--- src/rtl/m_7seg_scan_pkg.sv ---
// Shared types, defaults and digit helpers for the 4-digit multiplexed
// 7-segment scanner.
package m_7seg_scan_pkg;

  typedef enum logic {
    SHOW = 1'b0,
    GAP  = 1'b1
  } state_e;

  localparam int N_DIGITS      = 4;
  localparam int IDX_W         = $clog2(N_DIGITS);
  localparam int P_DIV_DEFAULT = 50000;
  localparam int P_GAP_DEFAULT = 500;

  function automatic logic [N_DIGITS-1:0] digit_onehot(input logic [IDX_W-1:0] idx);
    return N_DIGITS'(1) << idx;
  endfunction

  // A digit is blank when it and every more-significant nibble are zero;
  // digit 0 always shows so a zero value still displays "0".
  function automatic logic digit_blank(input logic [IDX_W-1:0] idx,
                                       input logic [15:0]      val,
                                       input logic             lzb);
    logic b;
    b = 1'b0;
    if (lzb) begin
      case (idx)
        2'd1:    b = (val[15:4]  == 12'h000);
        2'd2:    b = (val[15:8]  == 8'h00);
        2'd3:    b = (val[15:12] == 4'h0);
        default: b = 1'b0;
      endcase
    end
    return b;
  endfunction

endpackage

--- src/rtl/m_7seg_scan_if.sv ---
// Load/blanking inputs and registered display outputs of the scanner,
// grouped as one bundle with master (driver) and slave (scanner) views.
interface m_7seg_scan_if;
  logic        w_we;
  logic [15:0] w_val;
  logic        w_lzb;
  logic [3:0]  r_nib;
  logic [3:0]  r_an;
  logic        r_frame;

  modport master (output w_we, w_val, w_lzb, input r_nib, r_an, r_frame);
  modport slave  (input w_we, w_val, w_lzb, output r_nib, r_an, r_frame);
endinterface

--- src/rtl/m_tickdiv.sv ---
// Prescaler: counts enabled cycles 0..P_CNT-1 and flags the last one with a
// terminal-count pulse, then wraps to 0. Synchronous clear and reset.
module m_tickdiv #(
  parameter int P_CNT = 2
) (
  input  logic w_clk,
  input  logic w_rst,
  input  logic w_clr,
  input  logic w_en,
  output logic r_tc
);

  localparam int           W    = (P_CNT > 1) ? $clog2(P_CNT) : 1;
  localparam logic [W-1:0] LAST = W'(P_CNT - 1);

  logic [W-1:0] cnt_q, cnt_d;

  assign r_tc = w_en && (cnt_q == LAST);

  always_comb begin
    cnt_d = cnt_q;
    if (w_clr || r_tc) begin
      cnt_d = '0;
    end else if (w_en) begin
      cnt_d = cnt_q + W'(1);
    end
  end

  always_ff @(posedge w_clk) begin
    if (w_rst) begin
      cnt_q <= '0;
    end else begin
      cnt_q <= cnt_d;
    end
  end

endmodule

--- src/rtl/m_7seg_scan.sv ---
// Four-digit multiplexed 7-segment scanner: SHOW/GAP time slots per digit,
// frame-synchronous commit of a shadow value, optional leading-zero blanking.
module m_7seg_scan
  import m_7seg_scan_pkg::*;
#(
  parameter int P_DIV = P_DIV_DEFAULT,
  parameter int P_GAP = P_GAP_DEFAULT
) (
  input  logic            w_clk,
  input  logic            w_rst,
  m_7seg_scan_if.slave    bus
);

  state_e             state_q, state_d;
  logic               run_q, run_d;
  logic [IDX_W-1:0]   idx_q, idx_d;
  logic [15:0]        shadow_q, shadow_d;
  logic [15:0]        disp_q, disp_d;
  logic [3:0]         nib_q, nib_d;
  logic [N_DIGITS-1:0] an_q, an_d;
  logic               frame_q, frame_d;

  logic show_en, gap_en, tick_clr, show_tc, gap_tc;
  logic enter_show, commit;

  // run_q is low only in reset; the first edge after it acts as a GAP(3)->SHOW(0) commit.
  assign tick_clr = !run_q;
  assign show_en  = run_q && (state_q == SHOW);
  assign gap_en   = run_q && (state_q == GAP);

  m_tickdiv #(.P_CNT(P_DIV)) u_show_div (
    .w_clk (w_clk),
    .w_rst (w_rst),
    .w_clr (tick_clr),
    .w_en  (show_en),
    .r_tc  (show_tc)
  );

  m_tickdiv #(.P_CNT(P_GAP)) u_gap_div (
    .w_clk (w_clk),
    .w_rst (w_rst),
    .w_clr (tick_clr),
    .w_en  (gap_en),
    .r_tc  (gap_tc)
  );

  always_comb begin
    run_d      = 1'b1;
    state_d    = state_q;
    idx_d      = idx_q;
    disp_d     = disp_q;
    shadow_d   = bus.w_we ? bus.w_val : shadow_q;
    enter_show = 1'b0;
    commit     = 1'b0;

    if (!run_q) begin
      state_d    = SHOW;
      idx_d      = '0;
      enter_show = 1'b1;
      commit     = 1'b1;
    end else if (state_q == SHOW) begin
      if (show_tc) state_d = GAP;
    end else if (gap_tc) begin
      state_d    = SHOW;
      idx_d      = idx_q + IDX_W'(1);
      enter_show = 1'b1;
      commit     = (idx_q == IDX_W'(N_DIGITS - 1));
    end

    // A load in the commit cycle bypasses the shadow so it lands in this frame.
    if (commit) disp_d = bus.w_we ? bus.w_val : shadow_q;

    // Outputs are registered from next-state values so they line up with the state.
    nib_d   = enter_show ? disp_d[{idx_d, 2'b00} +: 4] : nib_q;
    an_d    = ((state_d == SHOW) && !digit_blank(idx_d, disp_d, bus.w_lzb))
              ? digit_onehot(idx_d) : '0;
    frame_d = commit;
  end

  always_ff @(posedge w_clk) begin
    if (w_rst) begin
      run_q    <= 1'b0;
      state_q  <= SHOW;
      idx_q    <= '0;
      shadow_q <= '0;
      disp_q   <= '0;
      nib_q    <= '0;
      an_q     <= '0;
      frame_q  <= 1'b0;
    end else begin
      run_q    <= run_d;
      state_q  <= state_d;
      idx_q    <= idx_d;
      shadow_q <= shadow_d;
      disp_q   <= disp_d;
      nib_q    <= nib_d;
      an_q     <= an_d;
      frame_q  <= frame_d;
    end
  end

  assign bus.r_nib   = nib_q;
  assign bus.r_an    = an_q;
  assign bus.r_frame = frame_q;

endmodule

--- src/flat_wrapper.sv ---
// flat-port wrapper written by rule: the top's interface ports become plain ports
module m_7seg_scan_flat import m_7seg_scan_pkg::*;
#(
  parameter int P_DIV = P_DIV_DEFAULT,
  parameter int P_GAP = P_GAP_DEFAULT
)
  (w_clk, w_rst, bus_w_we, bus_w_val, bus_w_lzb, bus_r_nib, bus_r_an, bus_r_frame);
  m_7seg_scan_if bus_i ();
  input  logic w_clk;
  input  logic w_rst;
  input wire logic [$bits(bus_i.w_we)-1:0] bus_w_we;
  input wire logic [$bits(bus_i.w_val)-1:0] bus_w_val;
  input wire logic [$bits(bus_i.w_lzb)-1:0] bus_w_lzb;
  output wire logic [$bits(bus_i.r_nib)-1:0] bus_r_nib;
  output wire logic [$bits(bus_i.r_an)-1:0] bus_r_an;
  output wire logic [$bits(bus_i.r_frame)-1:0] bus_r_frame;
  assign bus_i.w_we = bus_w_we;
  assign bus_i.w_val = bus_w_val;
  assign bus_i.w_lzb = bus_w_lzb;
  assign bus_r_nib = bus_i.r_nib;
  assign bus_r_an = bus_i.r_an;
  assign bus_r_frame = bus_i.r_frame;
  m_7seg_scan #(.P_DIV(P_DIV), .P_GAP(P_GAP)) u_core (.w_clk(w_clk), .w_rst(w_rst), .bus(bus_i));
endmodule
--- config.mk ---
export PLATFORM = sky130hd
export DESIGN_NAME = m_7seg_scan_flat
export DESIGN_NICKNAME = d
export VERILOG_FILES = /design/src/rtl/m_7seg_scan_pkg.sv /design/src/rtl/m_7seg_scan_if.sv /design/src/rtl/m_tickdiv.sv /design/src/rtl/m_7seg_scan.sv /design/src/flat_wrapper.sv
export SDC_FILE = /design/constraint.sdc
export NUM_CORES = 1
export LEC_CHECK = 0
export BUFFER_PORTS_ARGS = -buffer_cell sky130_fd_sc_hd__clkbuf_2
export CAP_MARGIN = 30
export CORE_ASPECT_RATIO = 1.25
export CORE_MARGIN = 10
export CORE_UTILIZATION = 51
export DETAILED_ROUTE_END_ITERATION = 8
export GPL_ROUTABILITY_DRIVEN = 0
export PLACE_DENSITY_LB_ADDON = 0.2
export REMOVE_ABC_BUFFERS = 1
export SYNTH_ARGS = -nofsm -noshare
export SYNTH_HDL_FRONTEND = slang
export SYNTH_SLANG_ARGS = --single-unit
--- constraint.sdc ---
create_clock -name w_clk -period 3.15 [get_ports w_clk]
set_clock_uncertainty 0.2 [all_clocks]
set_input_delay 0.315 -clock w_clk [delete_from_list [all_inputs] [get_ports w_clk]]
set_output_delay 0.315 -clock w_clk [all_outputs]
set_load 0.01 [all_outputs]
==> summary.md, run 1 <==
| Metric | Value |
|---|---|
| Status | `finished clean` |
| WL/cell | `14.2 µm` |
| Routed WL | `6600 µm` |
| Reg2reg setup slack | `0.67 ns` |
| Clock share of power | `0.396` |
| Crit Path Class | `reg -> reg` |
| Largest net degree at the start of global routing | `32` |
| Syn Std Cell Area | `3180 µm²` |
| Non-filler cells, final | `466` |
| # setup viols final | `0` |
| Row count | `32` |
| CTS Buf Count | `9` |
| Initial antenna violation count | `0` |
| Clock buffer depth | `2` |
| Dpl hpwl | `4800 µm` |
| Antenna Cells | `0` |
| Via Count | `2479` |
| DRC marker count from the first detailed-route iteration | `108` |
| Part of the power in registers | `0.524` |
| Synth Register Bits | `70` |
| Initial Util | `0.518` |
| R2R depth | `7` |
| Tmin final | `2.48 ns` |
| IO Pins | `29` |
| Switching power | `0.000441 W` |
| Peak supply drop | `0.000471 V` |
| Register area share after synthesis | `0.441` |
| FF+latch area | `1400 µm²` |
| DRC | `0` |
| Synth cell types | `53` |
| Clk_lat worst skew | `0.35 ns` |
| Antenna Violating Nets Remaining | `0` |
| Area growth from synthesis to layout | `11.9%` |
| Worst Path Arrival | `2.52 ns` |
| Worst R2R End | `u_core.bus.r_nib[0]` |
| GRT Util Overall | `0.139` |
| Placed cells | `450` |
| Placed cell areas | `3360 µm²` |
| Relative slew slack | `0.612` |
| Layout cells sized above 1 | `0.142` |
| H-tree depth | `3` |
| Sink Count | `70` |
| Root buf cell | `clkbuf_8` |
| Class of the worst hold path | `in -> reg` |
| Die Width | `90.6 µm` |
| Core ar. | `6130 µm²` |
| Fin. Hold Viols | `0` |
| Fin Setup TNS | `0 ns` |
| Post-synth EDFFs | `0` |
| Worst setup SP type | `register` |
| Net Sw Frac | `0.248` |
| Clock-pin slew on the worst setup and hold paths | `0.08 ns` |
| Fin nets | `399` |
| Fin crit share | `0.787` |
| Die H | `108 µm` |
| Reg2reg start | `u_core.u_gap_div.cnt_q[0]` |
| Fill count | `542` |
| GRT overflow | `0` |
| Worst endpoint required time | `3.19 ns` |
| Worst setup EP type | `register` |
| Slew @ Worst Pin | `0.583 ns` |
| Hold Path Origin | `bus_w_val[4]` |
| Vias in the first global route | `2459` |
| CTS tree | `built` |
| First-pass GRT wire length | `11400 µm` |
| Mapped Avg Cell Area | `9.13 µm²` |
| Pre-Repair DR Iteration Count | `4` |
| RSZ-0062 raised after global routing | `false` |
| Layout Utilization | `0.580` |
| Synth Flop Type | `dfxtp_1` |
| Footprint of the multi-input gates | `1640 µm²` |
| IO buf count | `28` |
| Hold_buf cts | `0` |
| Final Max Tran Viols | `0` |
| Via-per-instance ratio | `5.32` |
| Peak Freq | `403 MHz` |
| Full die area | `9800 µm²` |
| Leakage | `1.38 nW` |
| Max_cap viols | `0` |
| Cell area after layout | `3550 µm²` |
| Cell count after synthesis | `348` |
| Power share of the combinational group | `0.080` |
| Pwr Density | `500 nW/µm²` |
| Hold Crit Depth | `3` |
| Buffer count from post-CTS setup fixing | `0` |
| End of the worst hold path | `u_core.shadow_q[4]` |
| Ys Warns | `0` |
| Pint | `0.00134 W` |
| Post-synthesis async set-or-reset flop share | `0` |
| Crit-path max FO | `31` |
| Post_cts resized | `0` |
==> final cells by class <==
class | count | area share
Multi-Input combinational cell | 251 | 0.462
Sequential cell | 70 | 0.394
Timing Repair Buffer | 32 | 0.0479
Clock buffer | 9 | 0.0349
Tap cell | 85 | 0.0299
Clock inverter | 7 | 0.0183
Inverter | 12 | 0.0127
==> metrics by stage <==
stage                     setup slack (ns)  power [W]  hold WS, ns
after global routing                 0.462    0.00184       0.0537
after floorplan                      0.270    0.00104        0.184
after detailed placement             0.680    0.00109        0.282
after CTS                            0.668    0.00179       0.0281
final                                0.670    0.00178       0.0344
after global placement               0.800    0.00109        0.267
==> power groups by stage <==
stage	combinational (W)	sequential (W)	clock, W
floorplan	0.0000875	0.000951	0
global placement	0.000142	0.000951	0
detailed placement	0.000143	0.000952	0
CTS	0.000144	0.000931	0.000714
global route	0.000163	0.000934	0.000746
finish	0.000141	0.000931	0.000704
==> synthesized netlist by cell type (3+ instances only) <==
cell type / instances / area [µm²]
ha_1: 3 / 37.5
nor3_1: 11 / 55.1
o211ai_1: 5 / 37.5
and2_1: 8 / 50.1
nor2b_1: 4 / 25.0
a32oi_1: 3 / 26.3
nand2_1: 21 / 78.8
a211oi_1: 9 / 67.6
and4_1: 4 / 35.0
xor2_1: 6 / 52.6
xnor2_1: 18 / 158
a21oi_1: 6 / 30.0
or4_1: 3 / 22.5
buf_4: 3 / 22.5
buf_2: 4 / 20.0
nor2_1: 63 / 236
nor4_1: 7 / 43.8
nand3_1: 9 / 45.0
mux2i_1: 25 / 250
dfxtp_1: 70 / 1400
nand4_1: 8 / 50.1
inv_1: 11 / 41.3
clkbuf_1: 4 / 15.0
==> logic make-up (layout without fill, tap and decap cells) <==
kind of cell / after synthesis / in the layout / share of synthesized area
AOI/OAI and AO/OA: 44 / 44 / 0.110
xor gates and xnor gates: 24 / 24 / 0.0662
adders and majority gates: 3 / 3 / 0.0118
buffers and inverters: 27 / 60 / 0.0418
DFF: 70 / 70 / 0.441
muxes: 27 / 27 / 0.0859
and+or+nand+nor: 153 / 153 / 0.243
==> registers in the layout (all words and copies together), names as in the netlist, 2 cells and up <==
register                 flops
u_core.u_show_div.cnt_q     16
u_core.disp_q               16
u_core.bus.r_an              4
u_core.idx_q                 2
u_core.shadow_q             16
u_core.u_gap_div.cnt_q       9
u_core.bus.r_nib             4
==> metal layers <==
| metal | vias to the layer above | routed length, µm | GRT usage |
|---|---|---|---|
| met5 | - | 0 | 0 |
| met4 | 0 | 64 | 0.0444 |
| met3 | 6 | 332 | 0.0479 |
| met2 | 40 | 3070 | 0.219 |
| met1 | 1148 | 3130 | 0.176 |
| li1 | 1285 | - | - |
==> critical path, stage by stage (launching register included) <==
cell,delay (ns)
dfxtp_1,0.41
ha_1,0.30
inv_1,0.12
o41ai_4,0.34
buf_4,0.36
mux2i_1,0.34
o31ai_2,0.08
a211o_1,0.22
==> how the worst max path moves through the flow <==
stage,to,cells after the start,startpoint,slack [ns]
2_1_floorplan,u_core.bus.r_nib[2],6,u_core.idx_q[0],0.27
6_report,u_core.bus.r_nib[0],7,u_core.u_gap_div.cnt_q[0],0.67
5_1_grt,u_core.bus.r_nib[2],7,u_core.u_gap_div.cnt_q[0],0.46
4_1_cts,u_core.bus.r_nib[0],7,u_core.u_gap_div.cnt_q[0],0.67
3_5_place_dp,u_core.bus.r_nib[0],7,u_core.u_gap_div.cnt_q[0],0.68
3_3_place_gp,u_core.bus.r_nib[2],7,u_core.u_gap_div.cnt_q[0],0.80
==> cells in the final DEF (no fill, tap or decap), types with 2 or more instances in the layout <==
cell         n
nand2_1     21
inv_1       11
ha_1         3
clkinvlp_4   2
o31a_1       2
nor2_1      63
and2_1       8
a22oi_1      2
nor2b_1      4
mux2_2       2
nor4_1       7
nand3_1      9
xor2_1       6
a41oi_1      2
o21ai_1      2
nor3_1      11
clkbuf_2    28
or4_1        3
a211oi_1     9
xnor2_1     18
o21ai_0      2
clkbuf_8     9
clkinv_2     4
dfxtp_1     70
a21oi_1      6
nand4_1      8
and4b_1      2
buf_4        4
o211ai_1     5
nand4bb_1    2
a32oi_1      3
mux2i_1     25
a22o_1       2
and4_1       4
a211o_1      2
or3_1        2
Note: power is estimated with default switching activity, not from simulation.
==> run 2: changes to the inputs <==
- ABC_AREA: not set -> 1
- clock period: 3.15 -> 2.53 ns (I/O delays scaled with it)
==> run 2 against run 1 <==
The run now ends with negative hold slack left; fmax up 9.7%; core utilization up 2.2 points; sequential power rose by 24%; total power grew 19%; combinational power increased by 34%; via count rose by 3.1%; synthesized area fell by 2.8%; die area shrank 2.2%; final cell count increased by 14%; sequential cell count stayed put; critical endpoint is now u_core.bus.r_an[3].
==> summary.md, run 2 <==
| Metric | Value |
|---|---|
| Via-per-instance ratio | `4.81 (was 5.32)` |
| GRT Util Overall | `0.140 (was 0.139)` |
| Leakage | `1.55 nW (was 1.38 nW)` |
| Relative slew slack | `0.641 (was 0.612)` |
| Tmin final | `2.26 ns (was 2.48 ns)` |
| Total Power | `0.00211 W (was 0.00178 W)` |
| Class of the worst hold path | `in -> reg (unchanged)` |
| Core ar. | `5860 µm² (was 6130 µm²)` |
| DRC marker count from the first detailed-route iteration | `93 (was 108)` |
| Cell count after synthesis | `405 (was 348)` |
| DRC | `0 (unchanged)` |
| Worst Path Arrival | `2.29 ns (was 2.52 ns)` |
| Antenna Cells | `0 (unchanged)` |
| Worst setup EP type | `register (unchanged)` |
| Crit-path max FO | `19 (was 31)` |
| Worst setup SP type | `register (unchanged)` |
| Commonest non-fill, non-tap cell in the layout | `nand2_1 (was dfxtp_1)` |
| First-pass GRT wire length | `10700 µm (was 11400 µm)` |
| Mapped Avg Cell Area | `7.62 µm² (was 9.13 µm²)` |
| CTS tree | `built (unchanged)` |
| Fin Setup TNS | `0 ns (unchanged)` |
| Clk_lat worst skew | `0.34 ns (was 0.35 ns)` |
| Top-area cell type share of the netlist area | `0.454 (was 0.441)` |
| Routed WL | `6150 µm (was 6600 µm)` |
| WL/cell | `11.6 µm (was 14.2 µm)` |
| Vias in the first global route | `2501 (was 2459)` |
| Crit Path Class | `reg -> reg (unchanged)` |
| Synth area leader | `dfxtp_1 (unchanged)` |
| Worst endpoint required time | `2.56 ns (was 3.19 ns)` |
| # setup viols final | `0 (unchanged)` |
| Initial Util | `0.527 (was 0.518)` |
| Fin crit share | `0.894 (was 0.787)` |
| Final Max Tran Viols | `0 (unchanged)` |
| Synth cell types | `39 (was 53)` |
| Synth Register Bits | `70 (unchanged)` |
| RSZ-0062 raised after global routing | `false (unchanged)` |
| Top-count cell post-synth | `nand2_1 (was dfxtp_1)` |
| CTS Buf Count | `9 (unchanged)` |
| Reg2reg setup slack | `0.27 ns (was 0.67 ns)` |
| Row count | `31 (was 32)` |
| Worst hold slack | `-0.00342 ns (was 0.0344 ns)` |
| Clock-pin slew on the worst setup and hold paths | `0.07 ns (was 0.08 ns)` |
| Max_cap viols | `0 (unchanged)` |
| Fill count | `544 (was 542)` |
| H-tree depth | `3 (unchanged)` |
| Die Width | `89.6 µm (was 90.6 µm)` |
| Full die area | `9590 µm² (was 9800 µm²)` |
| Via Count | `2557 (was 2479)` |
| Post-synth EDFFs | `0 (unchanged)` |
| Failing checks | `negative hold slack` |
| Post-synthesis async set-or-reset flop share | `0 (unchanged)` |
| Antenna Violating Nets Remaining | `0 (unchanged)` |
| Peak supply drop | `0.000527 V (was 0.000471 V)` |
| FF+latch area | `1400 µm² (unchanged)` |
| Sink Count | `70 (unchanged)` |
| Root buf cell | `clkbuf_8 (unchanged)` |
| Layout cells sized above 1 | `0.149 (was 0.142)` |
| IO buf count | `28 (unchanged)` |
| Most frequent cells after synthesis | `nand2_1, dfxtp_1, nor2_1, inv_1, a21oi_1 (was dfxtp_1, nor2_1, mux2i_1, nand2_1, xnor2_1)` |
| Placed cells | `509 (was 450)` |
| Initial antenna violation count | `0 (unchanged)` |
| Fin. Hold Viols | `2 (was 0)` |
| IO Pins | `29 (unchanged)` |
| Clock buffer depth | `2 (unchanged)` |
| Highest-count cells in the layout ignoring fill and taps | `nand2_1, dfxtp_1, nor2_1 (was dfxtp_1, nor2_1, clkbuf_2)` |
| Ranking of synthesized cells by area | `dfxtp_1, nand2_1, nor2_1 (was dfxtp_1, mux2i_1, nor2_1)` |
| Fin nets | `468 (was 399)` |
| Status | `complete, but fails checks (was finished clean)` |
| Footprint of the multi-input gates | `1400 µm² (was 1640 µm²)` |
| Slew @ Worst Pin | `0.539 ns (was 0.583 ns)` |
| Area growth from synthesis to layout | `14.2% (was 11.9%)` |
| Dpl hpwl | `4690 µm (was 4800 µm)` |
| Syn Std Cell Area | `3090 µm² (was 3180 µm²)` |
| Synth Flop Type | `dfxtp_1 (unchanged)` |
| Non-filler cells, final | `532 (was 466)` |
| Pre-Repair DR Iteration Count | `4 (unchanged)` |
| Die H | `107 µm (was 108 µm)` |
| Largest net degree at the start of global routing | `36 (was 32)` |
| GRT overflow | `0 (unchanged)` |
| Peak Freq | `442 MHz (was 403 MHz)` |
| Register area share after synthesis | `0.454 (was 0.441)` |
| Pwr Density | `599 nW/µm² (was 500 nW/µm²)` |
| Regs by FF count | `u_core.disp_q: 16 flops, u_core.shadow_q: 16 flops, u_core.u_show_div.cnt_q: 16 flops (unchanged)` |
| Ys Warns | `0 (unchanged)` |
[run 2: path summary, 6_finish.rpt]
path / from / depth (start not counted) / end
worst min-delay path: bus_w_val[4] / 3 / u_core.shadow_q[4]
worst max-delay path: u_core.u_gap_div.cnt_q[0] / 14 / u_core.bus.r_an[3]
worst max register to register: u_core.u_gap_div.cnt_q[0] / 14 / u_core.bus.r_an[3]
worst min register to register: u_core.disp_q[5] / 2 / u_core.disp_q[5]
[run 2: layout make-up]
class	instances	share of cell area
Clock buffer	12	0.0411
Multi-Input combinational cell	269	0.397
Sequential cell	70	0.397
Tap cell	82	0.0291
Clock inverter	4	0.00639
Timing Repair Buffer	40	0.0702
Inverter	55	0.0592
[run 2: what timing repair did]
action,4_1_cts,5_1_grt
endpoints found under the setup margin,0,1
hold buffers,7,0
gates resized for setup,0,1
hold endpoints to repair,8,0
setup buffers,0,0
[run 2: per-stage QoR]
step                      hold slack (ns)  instance area [µm²]  setup WS [ns]  utilization
after floorplan                     0.122                 3010          0.404            -
after global placement              0.258                 3290          0.337        0.562
after detailed placement            0.263                 3290          0.273        0.562
after CTS                         0.00152                 3530          0.234        0.602
after global routing               0.0204                 3530         0.0376        0.602
final                            -0.00342                 3530          0.269        0.602
[run 2: worst max-delay path, stage by stage, from the launching register on]
cell and delay [ns]:
dfxtp_1 0.36, ha_1 0.20, nand3_4 0.09, nor2_4 0.12
nand2_4 0.09, nand2_4 0.17, nand2_8 0.14, inv_4 0.13
nand2_1 0.06, nand2_1 0.12, nand3_1 0.08, nor2_1 0.13
nand3_2 0.11, nand2_1 0.09, nor2_1 0.04
[run 2: cell families after synthesis]
logic type	after synthesis	share of synthesized area
muxes	9	0.0292
buffers and inverters	66	0.0932
adders and majority gates	3	0.0122
and+or+nand+nor	192	0.289
xor gates and xnor gates	3	0.00851
DFF	70	0.454
AOI/OAI and AO/OA	62	0.114
[run 2: power by group]
group / switching, W / internal (W)
Sequential: 0.0000138 / 0.00114
Clock: 0.000392 / 0.000378
Combinational: 0.000114 / 0.0000751
Total: 0.000519 / 0.00159
[run 2: layer usage]
| metal | GRT usage | part of all wire | up-vias |
|---|---|---|---|
| met5 | 0 | 0 | - |
| met4 | 0.0729 | 0.026 | 0 |
| met3 | 0.0333 | 0.037 | 13 |
| met2 | 0.240 | 0.49 | 37 |
| met1 | 0.154 | 0.45 | 1137 |
| li1 | - | - | 1370 |
==> run 3: changes to the inputs <==
- ABC_AREA: 1 -> not set
- BUFFER_PORTS_ARGS: -buffer_cell sky130_fd_sc_hd__clkbuf_2 -> not set
- DONT_BUFFER_PORTS: not set -> 1
- clock period: 2.53 -> 2.4 ns (I/O delays scaled with it)
==> run 3 against run 2 <==
The run now ends clean; register-to-register slack worse by 0.19 ns; count of clock-buffer cells in the layout down 1; sequential power up 7%; worst setup slack worse by 0.19 ns; non-clock buffer count down 6; fmax down 2.5%; design area up 6.7%; critical path depth down 9; critical endpoint is now u_core.state_q; largest power group unchanged; highest routed layer unchanged.
==> summary.md, run 3 (synthesis results as in run 1) <==
| Metric | Value |
|---|---|
| Pwr Density | `658 nW/µm² (was 599 nW/µm²)` |
| Leakage | `1.43 nW (was 1.55 nW)` |
| DRC marker count from the first detailed-route iteration | `125 (was 93)` |
| Clock-pin slew on the worst setup and hold paths | `0.07 ns (about the same)` |
| Buffer count from post-CTS setup fixing | `0 (unchanged)` |
| IO Pins | `29 (unchanged)` |
| Clock buffer depth | `2 (unchanged)` |
| First-pass GRT wire length | `11900 µm (was 10700 µm)` |
| Pre-Repair DR Iteration Count | `4 (unchanged)` |
| DRC | `0 (unchanged)` |
| Core ar. | `6130 µm² (was 5860 µm²)` |
| Fin nets | `401 (was 468)` |
| Largest net degree at the start of global routing | `32 (was 36)` |
| Via-per-instance ratio | `5.46 (was 4.81)` |
| IO buf count | `0 (was 28)` |
| Max_cap viols | `0 (unchanged)` |
| Full die area | `9800 µm² (was 9590 µm²)` |
| CTS tree | `built (unchanged)` |
| Via Count | `2556 (was 2557)` |
| Class of the worst hold path | `in -> reg (unchanged)` |
| Worst Path Arrival | `2.40 ns (was 2.29 ns)` |
| Vias in the first global route | `2437 (was 2501)` |
| Layout cells sized above 1 | `0.0914 (was 0.149)` |
| Fill count | `548 (was 544)` |
| Placed cells | `427 (was 509)` |
| GRT overflow | `0 (unchanged)` |
| H-tree depth | `3 (unchanged)` |
| Fin crit share | `0.966 (was 0.894)` |
| Sink Count | `70 (unchanged)` |
| Peak Freq | `431 MHz (was 442 MHz)` |
| Relative slew slack | `0.409 (was 0.641)` |
| Antenna Cells | `0 (unchanged)` |
| Slew @ Worst Pin | `0.887 ns (was 0.539 ns)` |
| Die Width | `90.6 µm (was 89.6 µm)` |
| GRT Util Overall | `0.148 (was 0.140)` |
| Peak supply drop | `0.000444 V (was 0.000527 V)` |
| Non-filler cells, final | `468 (was 532)` |
| Regs by FF count | `u_core.disp_q: 16 flops, u_core.shadow_q: 16 flops, u_core.u_show_div.cnt_q: 16 flops (unchanged)` |
| Initial Util | `0.518 (was 0.527)` |
| Fin. Hold Viols | `0 (was 2)` |
| CTS Buf Count | `9 (unchanged)` |
| Antenna Violating Nets Remaining | `0 (unchanged)` |
| Layout Utilization | `0.614 (was 0.602)` |
| Routed WL | `7210 µm (was 6150 µm)` |
| Crit Path Class | `reg -> reg (unchanged)` |
| Final Max Tran Viols | `0 (unchanged)` |
| Die H | `108 µm (was 107 µm)` |
| Worst endpoint required time | `2.48 ns (was 2.56 ns)` |
| Root buf cell | `clkbuf_8 (unchanged)` |
| WL/cell | `15.4 µm (was 11.6 µm)` |
| # setup viols final | `0 (unchanged)` |
| Commonest non-fill, non-tap cell in the layout | `dfxtp_1 (was nand2_1)` |
| Worst hold slack | `0.0127 ns (was -0.00342 ns)` |
| RSZ-0062 raised after global routing | `false (unchanged)` |
| Worst setup SP type | `register (unchanged)` |
| Row count | `32 (was 31)` |
| Initial antenna violation count | `0 (unchanged)` |
| Crit-path max FO | `4 (was 19)` |
| Status | `finished clean (was complete, but fails checks)` |
| Clk_lat worst skew | `0.34 ns (about the same)` |
| Highest-count cells in the layout ignoring fill and taps | `dfxtp_1, nor2_1, mux2i_1 (was nand2_1, dfxtp_1, nor2_1)` |
| Tmin final | `2.32 ns (was 2.26 ns)` |
| Dpl hpwl | `4940 µm (was 4690 µm)` |
| Worst setup EP type | `register (unchanged)` |
| Area growth from synthesis to layout | `18.5% (was 14.2%)` |
[run 3: changes by cell type in the layout (fill, tap and decap cells not counted), moves of 16 or more]
| cell | delta |
|---|---|
| clkbuf_2 | -28 |
| nand2_1 | -55 |
| xnor2_1 | +18 |
| dlygate4sd3_1 | +17 |
| inv_1 | -41 |
| o21ai_0 | -17 |
| mux2i_1 | +16 |
| a21oi_1 | -21 |
[run 3: worst max-delay path, stage by stage (launching register included)]
cell	delay, ns
dfxtp_1	0.34
nand4bb_1	0.19
or4_1	0.49
or3_4	0.37
a21oi_2	0.12
dlygate4sd3_1	0.55
[run 3: area by class of cell]
class                           count  area, µm²  share of cell area
Timing Repair Buffer               34        333              0.0885
Clock buffer                       11        141              0.0376
Multi-Input combinational cell    251       1650               0.439
Clock inverter                      5       81.3              0.0216
Inverter                           12       45.0              0.0120
Sequential cell                    70       1400               0.373
Tap cell                           85        106              0.0283
[run 3: timing repair]
item                                    4_1_cts  5_1_grt
hold endpoints to repair                     37        0
endpoints found under the setup margin        0        4
hold buffers                                 25        0
gates resized for setup                       0        6
[run 3: routing by layer]
metal	share of wire	vias up	global-route usage
li1	-	1295	-
met1	0.47	1191	0.187
met2	0.46	61	0.237
met3	0.057	9	0.0388
met4	0.015	0	0.0581
met5	0	-	0
[run 3: power breakdown]
part           total [W]  switching, W  internal [W]
Combinational   0.000194     0.0000984     0.0000958
Clock            0.00105      0.000438      0.000616
Sequential       0.00123     0.0000246       0.00120
[run 3: through the flow]
step / total power, W / TNS, ns / setup WS, ns / area, µm²
4_1_cts: 0.00249 / 0 / 0.0140 / 3750
6_report: 0.00247 / 0 / 0.0816 / 3760
5_1_grt: 0.00256 / 0 / 0.0186 / 3760
2_1_floorplan: 0.00136 / -5.29 / -0.480 / 3090
3_3_place_gp: 0.00140 / 0 / 0.247 / 3270
3_5_place_dp: 0.00140 / 0 / 0.162 / 3270
[run 3: final timing paths]
kind                            depth (start not counted)  slack, ns                  startpoint                   to
worst max-delay path                                    5       0.08  u_core.u_show_div.cnt_q[7]       u_core.state_q
worst min-delay path                                    2       0.01                       w_rst  u_core.bus.r_nib[0]
worst max register to register                          5       0.08  u_core.u_show_div.cnt_q[7]       u_core.state_q
worst min register to register                          2       0.30           u_core.disp_q[10]    u_core.disp_q[10]
